$ cat src/rtl/line_writeback.sv
// Cache line writeback: arbitrates for the system bus, sends a WRITE
// address beat, then streams BEATS data beats of the latched line.
//
// Ports:
//   clk, reset          clock; asynchronous active-low reset
//   enable, addr, data  start request, line byte address, line payload
//   abtr_grant          arbiter grant      -> abtr_reqcyc, bus_busy
//   main_bus_reqack     address accepted   -> main_bus_reqcyc/req/reqtag
//   done                line fully sent, held until the next enable
module line_writeback #(
  parameter int BUS_DATA_WIDTH = 64,
  parameter int BUS_TAG_WIDTH = 13,
  parameter int BEATS = 8,
  parameter logic [BUS_TAG_WIDTH-1:0] WRITE_TAG = 13'h1100
) (
  input  logic                        clk,
  input  logic                        reset,
  input  logic                        enable,
  input  logic [BUS_DATA_WIDTH-1:0]   addr,
  input  logic [BUS_DATA_WIDTH*BEATS-1:0] data,
  input  logic                        abtr_grant,
  output logic                        abtr_reqcyc,
  output logic                        bus_busy,
  output logic                        main_bus_reqcyc,
  output logic [BUS_DATA_WIDTH-1:0]   main_bus_req,
  output logic [BUS_TAG_WIDTH-1:0]    main_bus_reqtag,
  input  logic                        main_bus_reqack,
  output logic                        done
);

  localparam int W  = BUS_DATA_WIDTH;
  localparam int LW = BUS_DATA_WIDTH * BEATS;
  localparam int CW = (BEATS > 1) ? $clog2(BEATS) : 1;
  localparam logic [CW-1:0] LAST = CW'(BEATS - 1);

  typedef enum logic [2:0] {
    IDLE,
    ARB,
    ADDR,
    DATA,
    DONE
  } state_t;

  state_t          state, state_n;
  logic [CW-1:0]   cnt, cnt_n, cnt_inc;
  logic [W-1:0]    laddr, laddr_n;
  logic [LW-1:0]   ldata, ldata_n;

  logic            abtr_n, busy_n, cyc_n, done_n;
  logic [W-1:0]    req_n;
  logic [BUS_TAG_WIDTH-1:0] tag_n;

  assign cnt_inc = cnt + CW'(1);

  // Outputs are computed for the next state and registered with it,
  // so every bus signal comes straight from a flop.
  always_comb begin
    state_n = state;
    cnt_n   = cnt;
    laddr_n = laddr;
    ldata_n = ldata;
    abtr_n  = 1'b0;
    busy_n  = 1'b0;
    cyc_n   = 1'b0;
    req_n   = '0;
    tag_n   = '0;
    done_n  = 1'b0;
    unique case (state)
      IDLE, DONE: begin
        cnt_n = '0;
        if (enable) begin
          laddr_n = {addr[W-1:6], 6'b0};
          ldata_n = data;
          state_n = ARB;
          abtr_n  = 1'b1;
        end else begin
          done_n = (state == DONE);
        end
      end
      ARB: begin
        abtr_n = 1'b1;
        if (abtr_grant) begin
          state_n = ADDR;
          busy_n  = 1'b1;
          cyc_n   = 1'b1;
          req_n   = laddr;
          tag_n   = WRITE_TAG;
        end
      end
      ADDR: begin
        abtr_n = 1'b1;
        busy_n = 1'b1;
        cyc_n  = 1'b1;
        tag_n  = WRITE_TAG;
        if (main_bus_reqack) begin
          state_n = DATA;
          cnt_n   = '0;
          req_n   = ldata[0 +: W];
        end else begin
          req_n = laddr;
        end
      end
      DATA: begin
        if (cnt == LAST) begin
          state_n = DONE;
          cnt_n   = '0;
          done_n  = 1'b1;
        end else begin
          abtr_n = 1'b1;
          busy_n = 1'b1;
          cyc_n  = 1'b1;
          tag_n  = WRITE_TAG;
          cnt_n  = cnt_inc;
          req_n  = ldata[int'(cnt_inc)*W +: W];
        end
      end
      default: state_n = IDLE;
    endcase
  end

  always_ff @(posedge clk or negedge reset) begin
    if (!reset) begin
      state           <= IDLE;
      cnt             <= '0;
      laddr           <= '0;
      ldata           <= '0;
      abtr_reqcyc     <= 1'b0;
      bus_busy        <= 1'b0;
      main_bus_reqcyc <= 1'b0;
      main_bus_req    <= '0;
      main_bus_reqtag <= '0;
      done            <= 1'b0;
    end else begin
      state           <= state_n;
      cnt             <= cnt_n;
      laddr           <= laddr_n;
      ldata           <= ldata_n;
      abtr_reqcyc     <= abtr_n;
      bus_busy        <= busy_n;
      main_bus_reqcyc <= cyc_n;
      main_bus_req    <= req_n;
      main_bus_reqtag <= tag_n;
      done            <= done_n;
    end
  end

endmodule

$ cat config.mk
export PLATFORM = sky130hd
export DESIGN_NAME = line_writeback
export DESIGN_NICKNAME = d
export VERILOG_FILES = /design/src/rtl/line_writeback.sv
export SDC_FILE = /design/constraint.sdc
export NUM_CORES = 1
export LEC_CHECK = 0
export BUFFER_PORTS_ARGS = -buffer_cell sky130_fd_sc_hd__buf_4
export CORE_AREA = 2 2 259 261
export DETAILED_ROUTE_END_ITERATION = 10
export DIE_AREA = 0 0 261 263
export MAX_ROUTING_LAYER = met4
export PLACE_DENSITY = 0.65
export SYNTH_ARGS = -nofsm -noshare
export SYNTH_HDL_FRONTEND = slang
export SYNTH_SLANG_ARGS = --single-unit
$ cat constraint.sdc
create_clock -name clk -period 3.6 [get_ports clk]
set_input_delay 0.72 -clock clk [delete_from_list [all_inputs] [get_ports clk]]
set_output_delay 0.72 -clock clk [all_outputs]
set_load 0.02 [all_outputs]
==> impl_metrics.ini <==
[status]
status = finished, final reports clean

[cts]
cts_resized = 0
h-tree-depth = 3
clk_latency_ns = 0.60
postCtsSetupRepairBufs = 0
cts_hold_buf = 0
cts.sinks = 643
root_buffer = clkbuf_16
clock_path_buffers = 3
cts_buffers = 71
cts.clk_slew.worst_paths_ns = 0.06
cts_tree = done

[grt]
first_global_vias = 19275
antenna_found_initial = 13
grt_pass1_wl_um = 119000
grt_max_degree = 111
overflow = 0
grtUsageTotal_pct = 23.7

[synth]
syn_avg_cell_area_um2 = 16.1
syn_inst = 1718
yosysTopAreaCellShare_pct = 58.2
synth_area_leaders = dfrtp_1, mux2_2, mux4_2
yosysUniqueCellTypes = 31
synth-seq-area-share_pct = 58.2
yosys_warnings = 0
yosys.area.top_type = dfrtp_1
ys_seq_elements = 643
synth.cell_area_um2 = 27600

[setup_path]
crit_path_start_kind = flip-flop
critPathArrivalTime_ns = 2.90
critPathCaptureType = flip-flop
critical_path_required_ns = 4.06
critical_path.max_fanout = 40
crit_type = flip-flop to flip-flop

[floorplanning]
die_h_um = 263
die_w_um = 261
rows = 94
die_area_um2 = 68600
core_um2 = 65600
start_util_pct = 42.1
io_pins = 662

[finish]
syn2layout_area_growth_pct = 29.8
nets = 2952
final_cell_count_no_fill = 3293
drive_gt1_share_pct = 62.6

[drt]
vias = 17579
drt_iter0_drc = 1187
drtPass1Iterations = 5
routed_wl_um = 79400
drc = 0
via_per_inst = 5.34
drtAntennaViolNets = 0
wl_per_cell_um = 24.1

[sta]
fin_worst_skew_ns = 0.0246
rsz0062_at_grt = false
min_period_ns = 2.43
worst_pin_slew_ns = 0.781
finalSetupViolCount = 0
slew_violations = 0
hold_viol = 0
slew_headroom_pct = 47.9
fmaxAchievable_ghz = 0.411
fin_crit_sh_pct = 67.6
finalSetupTns_ns = 0

[hold_path]
hp-class = input port to asynchronous set/reset pin

[placed_design]
place.gp.congestion = 0.881
hpwl_um = 56800
dp.cells = 3159
io_buffers = 644

[flow_run]
drv_cap = 0

[pwr]
power_uw = 32200
peakVddDrop_uv = 452
pwr_density_cell_nw_per_um2 = 898
p_leak_uw = 0.0158
## synth_stat cells (all sizes together)
cell type  instances
nand3              3
a21oi              5
nand2b             3
o31ai              1
nor2b              4
nor3               1
nor2               2
mux4             127
or3b               1
mux2i              2
conb               1
o21ai              6
and4bb             1
buf              111
and2               1
mux2             570
nand2             76
o21a               1
nor3b              3
clkbuf            25
a22o               2
dfrtp            643
inv                2
a221oi             1
ha                 3
nand3b             2
a22oi            121
## report_power, final
group          switching [µW]  total (µW)  leakage, µW  internal, µW
registers                1970       12900      0.00762         11000
logic                    5130       12100      0.00705          6960
clock network            2870        7180      0.00112          4310
total                    9980       32200       0.0158         22200
## per-layer routing
metal  up-vias  global-route usage (%)  share of wire, %
met1      9203                    28.4                39
met4         0                    6.27               2.1
met2       558                    39.1                51
met3       112                    6.93               8.0
li1       7706                       -                 -
met5         -                       -                 0
## path summary, 6_finish.rpt
check	endpoint	startpoint	cells after the start	slack [ns]
max	main_bus_req[34]	cnt[0]	5	1.17
min	ldata[211]	reset	1	0.07
max reg2reg	main_bus_req[34]	cnt[0]	5	1.17
min reg2reg	main_bus_req[1]	ldata[1]	2	0.49
max in group asynchronous	laddr[48]	reset	3	2.43
min in group clk	ldata[274]	data[274]	2	0.35
## layout make-up
type | instances | area, µm²
multi-input combinational | 947 | 10800
sequential | 643 | 16100
clock buffer | 105 | 2100
clock inverter | 14 | 201
antenna | 15 | 37.5
timing repair buffer | 703 | 5510
inverter | 2 | 7.51
tap | 864 | 1080
fill | 5417 | 29800
## critical path, cell delays in order (launching register included)
cell and delay [ns]:
dfrtp_4 0.52, ha_4 0.80, buf_4 0.34, mux4_2 0.33, a22oi_1 0.21, nand2_1 0.09
## registers in the layout, summed over array words and instances (netlist names)
register and cells:
ldata 512, main_bus_req 64, laddr 58, state 3, main_bus_reqtag 1, done 1, abtr_reqcyc 1, cnt 3
## metrics by stage
stage / worst slack, ns / instance area [µm²] / utilization [%] / hold WS, ns
after global routing: 1.01 / 35900 / 54.7 / 0.0951
after global placement: 1.08 / 33500 / 51.1 / 0.476
final: 1.17 / 35900 / 54.7 / 0.0721
after detailed placement: 1.04 / 33500 / 51.1 / 0.483
after floorplan: 1.62 / 27700 / - / 0.424
after CTS: 1.10 / 35800 / 54.6 / 0.0696
## kinds of logic after synthesis
logic type,share of synthesized area (%)
compound gates,3.65
simple gates,1.53
buf+inv,2.82
other cells,0.0136
flops,58.2
fa+ha+maj,0.136
mux,33.6
## cell usage in the layout (no fill, tap or decap), drive strengths merged
cell type  count
buf          703
dfrtp        643
mux2         570
mux4         127
a22oi        121
clkbuf       105
nand2         76
diode         15
conb          11
clkinv         7
o21ai          6
a21oi          5
bufinv         4
nor2b          4
nand2b         3
nand3          3
nor3b          3
inv            3
ha             3
nor2           2
mux2i          2
nand3b         2
a22o           2
clkinvlp       2
or3b           1
and4bb         1
and2           1
nor3           1
a221oi         1
o21a           1
o31ai          1
Note: power is estimated with default switching activity, not from simulation.
